[src/rtl/sprite_draw_scheduler.sv]
// Arbitrates two sprite requesters onto one VGA plot port: for each grant it
// erases the old sprite box in BG_COLOUR, draws the new box, then acknowledges.
module sprite_draw_scheduler #(
  parameter int         WIDTH     = 20,
  parameter int         HEIGHT    = 14,
  parameter int         X_MAX     = 319,
  parameter int         Y_MAX     = 239,
  parameter logic [2:0] BG_COLOUR = 3'b000,
  parameter logic [8:0] X_INIT_A  = 9'd140,
  parameter logic [8:0] Y_INIT_A  = 9'd100,
  parameter logic [8:0] X_INIT_B  = 9'd40,
  parameter logic [8:0] Y_INIT_B  = 9'd100
) (
  input  logic       clock,
  input  logic       reset,
  input  logic       req_a,
  input  logic       req_b,
  input  logic [8:0] x_new_a,
  input  logic [8:0] x_new_b,
  input  logic [8:0] y_new_a,
  input  logic [8:0] y_new_b,
  input  logic [2:0] colour_a,
  input  logic [2:0] colour_b,
  output logic       ack_a,
  output logic       ack_b,
  output logic [1:0] grant,
  output logic       busy,
  output logic       plot,
  output logic [8:0] x_plot,
  output logic [8:0] y_plot,
  output logic [2:0] colour,
  output logic [1:0] dbg_state
);
  // Handshake: a requester raises req and holds it until it sees the one-cycle
  // ack; it drops req on the edge that samples ack=1. DONE keeps the FSM out of
  // IDLE during the ack cycle so that edge cannot be mistaken for a new request.

  localparam int IW = $clog2(WIDTH + 1);
  localparam int JW = $clog2(HEIGHT + 1);
  localparam logic [IW-1:0] I_LAST = IW'(WIDTH);
  localparam logic [JW-1:0] J_LAST = JW'(HEIGHT);
  localparam logic [9:0]    X_LIM  = 10'(X_MAX);
  localparam logic [9:0]    Y_LIM  = 10'(Y_MAX);

  typedef enum logic [1:0] {IDLE = 2'd0, ERASE = 2'd1, DRAW = 2'd2, DONE = 2'd3} state_e;

  state_e          state_q, state_d;
  logic [IW-1:0]   i_q, i_d;
  logic [JW-1:0]   j_q, j_d;
  logic            sel_b_q, sel_b_d;
  logic            rr_b_q, rr_b_d;
  logic [8:0]      old_xa_q, old_xa_d, old_ya_q, old_ya_d;
  logic [8:0]      old_xb_q, old_xb_d, old_yb_q, old_yb_d;
  logic [8:0]      new_x_q, new_x_d, new_y_q, new_y_d;
  logic [2:0]      col_q, col_d;
  logic [8:0]      erase_x_q, erase_x_d, erase_y_q, erase_y_d;
  logic            plot_q, plot_d;
  logic [8:0]      x_plot_q, x_plot_d, y_plot_q, y_plot_d;
  logic [2:0]      colour_q, colour_d;
  logic            ack_a_q, ack_a_d, ack_b_q, ack_b_d;
  logic [1:0]      grant_q, grant_d;
  logic            busy_q, busy_d;
  logic            last_px;
  logic [8:0]      base_x, base_y;
  logic [9:0]      sum_x, sum_y;
  logic            on_screen;

  always_ff @(posedge clock) begin
    if (!reset) begin
      state_q   <= IDLE;
      i_q       <= '0;
      j_q       <= '0;
      sel_b_q   <= 1'b0;
      rr_b_q    <= 1'b0;
      old_xa_q  <= X_INIT_A;
      old_ya_q  <= Y_INIT_A;
      old_xb_q  <= X_INIT_B;
      old_yb_q  <= Y_INIT_B;
      new_x_q   <= '0;
      new_y_q   <= '0;
      col_q     <= '0;
      erase_x_q <= '0;
      erase_y_q <= '0;
      plot_q    <= 1'b0;
      x_plot_q  <= '0;
      y_plot_q  <= '0;
      colour_q  <= '0;
      ack_a_q   <= 1'b0;
      ack_b_q   <= 1'b0;
      grant_q   <= 2'b00;
      busy_q    <= 1'b0;
    end else begin
      state_q   <= state_d;
      i_q       <= i_d;
      j_q       <= j_d;
      sel_b_q   <= sel_b_d;
      rr_b_q    <= rr_b_d;
      old_xa_q  <= old_xa_d;
      old_ya_q  <= old_ya_d;
      old_xb_q  <= old_xb_d;
      old_yb_q  <= old_yb_d;
      new_x_q   <= new_x_d;
      new_y_q   <= new_y_d;
      col_q     <= col_d;
      erase_x_q <= erase_x_d;
      erase_y_q <= erase_y_d;
      plot_q    <= plot_d;
      x_plot_q  <= x_plot_d;
      y_plot_q  <= y_plot_d;
      colour_q  <= colour_d;
      ack_a_q   <= ack_a_d;
      ack_b_q   <= ack_b_d;
      grant_q   <= grant_d;
      busy_q    <= busy_d;
    end
  end

  // Next state, scan counters, arbitration and position bookkeeping.
  always_comb begin
    state_d   = state_q;
    i_d       = i_q;
    j_d       = j_q;
    sel_b_d   = sel_b_q;
    rr_b_d    = rr_b_q;
    old_xa_d  = old_xa_q;
    old_ya_d  = old_ya_q;
    old_xb_d  = old_xb_q;
    old_yb_d  = old_yb_q;
    new_x_d   = new_x_q;
    new_y_d   = new_y_q;
    col_d     = col_q;
    erase_x_d = erase_x_q;
    erase_y_d = erase_y_q;
    last_px   = (i_q == I_LAST) && (j_q == J_LAST);
    case (state_q)
      IDLE: begin
        if (req_a || req_b) begin
          // rr_b_q set means A was served last, so B wins a tie.
          sel_b_d   = req_b && (!req_a || rr_b_q);
          new_x_d   = sel_b_d ? x_new_b  : x_new_a;
          new_y_d   = sel_b_d ? y_new_b  : y_new_a;
          col_d     = sel_b_d ? colour_b : colour_a;
          erase_x_d = sel_b_d ? old_xb_q : old_xa_q;
          erase_y_d = sel_b_d ? old_yb_q : old_ya_q;
          i_d       = '0;
          j_d       = '0;
          state_d   = ERASE;
        end
      end
      ERASE, DRAW: begin
        if (last_px) begin
          i_d     = '0;
          j_d     = '0;
          state_d = (state_q == ERASE) ? DRAW : DONE;
        end else if (i_q == I_LAST) begin
          i_d = '0;
          j_d = j_q + 1'b1;
        end else begin
          i_d = i_q + 1'b1;
        end
      end
      DONE: begin
        rr_b_d  = !sel_b_q;
        state_d = IDLE;
        if (sel_b_q) begin
          old_xb_d = new_x_q;
          old_yb_d = new_y_q;
        end else begin
          old_xa_d = new_x_q;
          old_ya_d = new_y_q;
        end
      end
      default: state_d = IDLE;
    endcase
  end

  // Registered outputs are computed from the next state so the first erase
  // pixel appears on the cycle right after the grant edge.
  always_comb begin
    base_x    = (state_d == ERASE) ? erase_x_d : new_x_d;
    base_y    = (state_d == ERASE) ? erase_y_d : new_y_d;
    sum_x     = {1'b0, base_x} + 10'(i_d);
    sum_y     = {1'b0, base_y} + 10'(j_d);
    on_screen = (sum_x <= X_LIM) && (sum_y <= Y_LIM);
    plot_d    = ((state_d == ERASE) || (state_d == DRAW)) && on_screen;
    x_plot_d  = plot_d ? sum_x[8:0] : x_plot_q;
    y_plot_d  = plot_d ? sum_y[8:0] : y_plot_q;
    colour_d  = colour_q;
    if (plot_d) colour_d = (state_d == ERASE) ? BG_COLOUR : col_d;
    ack_a_d   = (state_d == DONE) && !sel_b_d;
    ack_b_d   = (state_d == DONE) && sel_b_d;
    busy_d    = (state_d != IDLE);
    grant_d   = 2'b00;
    if (state_d != IDLE) grant_d = sel_b_d ? 2'b10 : 2'b01;
  end

  assign ack_a     = ack_a_q;
  assign ack_b     = ack_b_q;
  assign grant     = grant_q;
  assign busy      = busy_q;
  assign plot      = plot_q;
  assign x_plot    = x_plot_q;
  assign y_plot    = y_plot_q;
  assign colour    = colour_q;
  assign dbg_state = state_q;

endmodule

[config.mk]
export PLATFORM = sky130hd
export DESIGN_NAME = sprite_draw_scheduler
export DESIGN_NICKNAME = d
export VERILOG_FILES = /design/src/rtl/sprite_draw_scheduler.sv
export SDC_FILE = /design/constraint.sdc
export NUM_CORES = 1
export LEC_CHECK = 0
export ABC_CLOCK_PERIOD_IN_PS = 6250
export BUFFER_PORTS_ARGS = -buffer_cell sky130_fd_sc_hd__buf_2
export CAP_MARGIN = 20
export CORE_MARGIN = 3
export CORE_UTILIZATION = 45
export CTS_BUF_LIST = sky130_fd_sc_hd__clkbuf_2 sky130_fd_sc_hd__clkbuf_4 sky130_fd_sc_hd__clkbuf_8
export CTS_CLUSTER_SIZE = 20
export DETAILED_ROUTE_END_ITERATION = 8
export PLACE_DENSITY = 0.69
export SYNTH_ARGS = -nofsm -noshare
export SYNTH_HDL_FRONTEND = slang
export SYNTH_SLANG_ARGS = --single-unit
[constraint.sdc]
create_clock -name clock -period 6.25 [get_ports clock]
set_input_delay 0.625 -clock clock [delete_from_list [all_inputs] [get_ports clock]]
set_output_delay 0.625 -clock clock [all_outputs]
set_load 0.005 [all_outputs]
==> Implementation_results.wiki <==
{| class="wikitable"
! Metric !! Value
|-
| F_max || 0.180 GHz
|-
| Number of buffers inserted by port buffering || 74
|-
| Kind of path behind the tightest hold check || reg -> reg
|-
| Post-synth ARST share || 0%
|-
| Max-slew violation total from the final report || 0
|-
| Clock period minus final worst setup slack || 5.55 ns
|-
| FF-to-FF End || y_plot[4]$_SDFFE_PN0P_
|-
| Number of cells after detailed placement || 884
|-
| Final hold vios || 0
|-
| Clk buf depth || 2
|-
| Pwr Density || 316 nW/um^2
|-
| Start-to-end type of the worst setup path || reg -> reg
|-
| Count of flip-flops with a built-in enable after synthesis || 0
|-
| Setup repair bufs after CTS || 0
|-
| Die area || 14400 um^2
|-
| Flops & latches, synth || 115
|-
| Avg WL per Cell || 15.7 um
|-
| Commonest cells post-synth || 141 x sky130_fd_sc_hd__nand2_1, 115 x sky130_fd_sc_hd__dfxtp_1, 53 x sky130_fd_sc_hd__a21oi_1
|-
| Floorplan row count || 41
|-
| R2R Setup Slk || 0.70 ns
|-
| Post-CTS Hold Fix Bufs || 0
|-
| Initial cell density of the core || 46.2%
|-
| Vias after detailed routing || 5013
|-
| Proportion of netlist area held by the largest area contributor || 39.4%
|-
| CTS Buf Count || 17
|-
| Crit path to || y_plot[4]$_SDFFE_PN0P_
|-
| Worst setup EP type || flip-flop
|-
| Worst Path Arrival || 5.88 ns
|-
| Post-layout util || about 53%
|-
| Depth of the most critical reg-to-reg path || 22
|-
| Number of synthesis warnings || 0
|-
| Initial DRT Pass Iterations || 5
|-
| Synth top area cells || sky130_fd_sc_hd__dfxtp_1 39%, sky130_fd_sc_hd__nand2_1 9.1%, sky130_fd_sc_hd__mux2i_1 7.2%
|-
| Fin crit share || 88.8%
|-
| Required time at the endpoint of the critical path || 6.57 ns
|-
| Launch point of the critical path || i_q[0]$_SDFF_PN0_
|-
| Filler cell count in the final layout || 1187
|-
| Final routed DRC violation total || 0
|-
| Final weighted congestion in routability-driven placement || between 0.8 and 0.9
|-
| Average vias per placed instance || 5.47
|-
| Number of global-route vias before repair || 4859
|-
| Worst slew margin relative to its limit || about a third
|-
| Min Hold Slack || 0.457 ns
|-
| Estimated wirelength of the detail-placed design || roughly 9900 um
|-
| Number of primary I/O pins || 75
|-
| Root buf cell || sky130_fd_sc_hd__clkbuf_8
|-
| Layout Area Growth over Synthesis || 13.8%
|-
| Maximum number of pins on one net before global-route repair || 93
|-
| Largest area contributor in the synthesized netlist || sky130_fd_sc_hd__dfxtp_1
|-
| Leakage || 2.90 nW
|-
| Y dimension of the die || around 120 um
|-
| Wire length of the first global-routing pass || 24100 um
|-
| Reg-to-Reg Start || i_q[0]$_SDFF_PN0_
|-
| Synthesized area per cell || 8.64 um^2
|-
| CTS tree || built
|-
| Total clock sinks || roughly 120
|-
| Count of antenna-violating nets left after detailed routing || 0
|-
| Result of the run || complete, no violations
|-
| Clock latency on the worst-skew pair || 0.43 ns
|-
| Cell count after synthesis || 677
|-
| Count of inserted antenna diode cells || 0
|-
| Total of cells resized after clock tree synthesis || 0
|-
| DRC marker count from the first detailed-route iteration || 321
|-
| Count of endpoints failing setup in the final report || 0
|-
| Overall routing resource usage || approximately a fifth
|-
| Layout cell share with drive strength beyond 1 || 19.9%
|-
| Core Area || around 13000 um^2
|-
| Final #Nets || 799
|-
| Netlist area before placement || 5850 um^2
|-
| Top flip-flop cell by instance count after synthesis || sky130_fd_sc_hd__dfxtp_1
|-
| Total Neg Setup Slack || 0 ns
|-
| Setup repair after global routing missed its margin || no
|-
| Synthesized net count || 745
|-
| Post-synthesis sequential area ratio || 39.4%
|-
| Top-count cell post-synth || sky130_fd_sc_hd__nand2_1
|-
| Max cap viols || 0
|-
| Horizontal die dimension || between 100 and 150 um
|-
| Critical-path maximum fanout || 22
|-
| Non-filler cells in the finished layout || 916
|-
| GRT overflow || 0
|-
| Maximum level of the CTS H-tree || 4
|-
| Skew final || 0.0112 ns
|-
| Maximum resistive drop on vdd || 0.140 mV
|-
| Worst Setup Start Kind || flip-flop
|-
| Number of distinct library cells after synthesis || 62
|-
| Clock slew at reported path FFs || 0.07 ns
|-
| Routed wire length || about 14000 um
|-
| Initial antenna violation count || 0
|-
| Least-Margin Pin Slew || just under 1 ns
|}
==> per-stage QoR <==
| step | setup WS (ns) | power (mW) | cell area, um^2 |
|---|---|---|---|
| 2_1_floorplan | 0.958 | 1.26 | 5850 |
| 3_3_place_gp | 1.02 | 1.38 | 6240 |
| 3_5_place_dp | 0.773 | 1.40 | 6240 |
| 4_1_cts | 0.741 | 2.12 | 6650 |
| 5_1_grt | 0.334 | 2.22 | 6650 |
| 6_report | 0.697 | 2.11 | 6650 |
==> worst min path at each step <==
stage / startpoint / end / slack, ns / cells past startpoint
5_1_grt: old_xb_q[0]$_SDFFE_PN0P_ / old_xb_q[0]$_SDFFE_PN0P_ / 0.47 / 2
2_1_floorplan: old_xb_q[0]$_SDFFE_PN0P_ / old_xb_q[0]$_SDFFE_PN0P_ / 0.44 / 2
3_3_place_gp: old_yb_q[3]$_SDFFE_PN0P_ / old_yb_q[3]$_SDFFE_PN0P_ / 0.44 / 2
4_1_cts: old_xb_q[1]$_SDFFE_PN0P_ / old_xb_q[1]$_SDFFE_PN0P_ / 0.46 / 2
3_5_place_dp: old_xb_q[1]$_SDFFE_PN0P_ / old_xb_q[1]$_SDFFE_PN0P_ / 0.45 / 2
6_report: old_xb_q[1]$_SDFFE_PN0P_ / old_xb_q[1]$_SDFFE_PN0P_ / 0.46 / 2
==> placed cells by master, fill, tap and decap left out, types with 3 or more instances in the layout <==
| cell type | count |
|---|---|
| sky130_fd_sc_hd__a211oi_1 | 8 |
| sky130_fd_sc_hd__a21o_1 | 5 |
| sky130_fd_sc_hd__a21oi_1 | 53 |
| sky130_fd_sc_hd__a21oi_2 | 4 |
| sky130_fd_sc_hd__and2_1 | 31 |
| sky130_fd_sc_hd__and3_1 | 5 |
| sky130_fd_sc_hd__buf_2 | 74 |
| sky130_fd_sc_hd__buf_4 | 7 |
| sky130_fd_sc_hd__bufinv_16 | 3 |
| sky130_fd_sc_hd__clkbuf_8 | 18 |
| sky130_fd_sc_hd__clkinv_2 | 3 |
| sky130_fd_sc_hd__clkinvlp_4 | 5 |
| sky130_fd_sc_hd__dfxtp_1 | 115 |
| sky130_fd_sc_hd__ha_1 | 20 |
| sky130_fd_sc_hd__inv_1 | 15 |
| sky130_fd_sc_hd__mux2_2 | 10 |
| sky130_fd_sc_hd__mux2i_1 | 42 |
| sky130_fd_sc_hd__nand2_1 | 141 |
| sky130_fd_sc_hd__nand2b_1 | 10 |
| sky130_fd_sc_hd__nand3_1 | 16 |
| sky130_fd_sc_hd__nand4_1 | 3 |
| sky130_fd_sc_hd__nor2_1 | 23 |
| sky130_fd_sc_hd__nor3_1 | 5 |
| sky130_fd_sc_hd__o21a_1 | 3 |
| sky130_fd_sc_hd__o21ai_0 | 48 |
| sky130_fd_sc_hd__o31ai_1 | 4 |
| sky130_fd_sc_hd__o32ai_1 | 9 |
| sky130_fd_sc_hd__o32ai_2 | 7 |
| sky130_fd_sc_hd__or3_1 | 4 |
| sky130_fd_sc_hd__xnor2_1 | 5 |
| sky130_fd_sc_hd__xor2_1 | 6 |
==> metal layers <==
metal	track usage (%)	up-vias	part of all wire, %	wire [um]
li1	-	2457	-	-
met1	28.6	2392	45	6530
met2	31.9	144	47	6830
met3	4.24	20	5.8	840
met4	7.16	0	1.4	197
met5	0	-	0	0
==> cell families (layout without fill, tap and decap cells) <==
group	Yosys count	count (layout)	synth area share, %
multiplexers	52	52	9.11
flip-flops	115	115	39.4
AND/OR/NAND/NOR	251	251	19.8
adder cells (fa/ha/maj)	22	22	4.96
buffers and inverters	62	129	5.39
AO/OA/AOI/OAI	164	164	19.7
XOR/XNOR	11	11	1.65
==> layout make-up <==
cell class | count | area (um^2) | area share [%]
Multi-Input combinational cell | 500 | 3240 | 48.7
Sequential cell | 115 | 2300 | 34.6
Timing Repair Buffer | 81 | 423 | 6.36
Clock buffer | 19 | 255 | 3.84
Tap cell | 172 | 215 | 3.23
Clock inverter | 13 | 160 | 2.41
Inverter | 16 | 60.1 | 0.903
==> report_power, final <==
part,total (mW),internal [mW],leakage (nW),switching [mW]
Combinational,0.552,0.219,1.76,0.333
Clock,0.716,0.407,0.197,0.309
Sequential,0.837,0.800,0.938,0.0368
==> critical path, cell delays in order (launching register included) <==
cell                       delay, ns
sky130_fd_sc_hd__dfxtp_1        0.35
sky130_fd_sc_hd__inv_1          0.07
sky130_fd_sc_hd__ha_1           0.16
sky130_fd_sc_hd__and4b_1        0.29
sky130_fd_sc_hd__nand4_1        0.28
sky130_fd_sc_hd__nand2_1        0.14
sky130_fd_sc_hd__o31ai_1        0.07
sky130_fd_sc_hd__a22oi_1        0.24
sky130_fd_sc_hd__inv_1          0.11
sky130_fd_sc_hd__ha_1           0.35
sky130_fd_sc_hd__inv_2          0.41
sky130_fd_sc_hd__mux2_2         0.39
sky130_fd_sc_hd__ha_1           0.21
sky130_fd_sc_hd__fa_1           0.41
sky130_fd_sc_hd__a21o_1         0.17
sky130_fd_sc_hd__a21oi_1        0.16
sky130_fd_sc_hd__nand2b_1       0.16
sky130_fd_sc_hd__nor2b_1        0.27
sky130_fd_sc_hd__o21a_1         0.18
sky130_fd_sc_hd__o31ai_1        0.09
sky130_fd_sc_hd__or3_1          0.36
sky130_fd_sc_hd__buf_4          0.25
sky130_fd_sc_hd__o311a_1        0.31
Power figures use the tool's default switching activity.
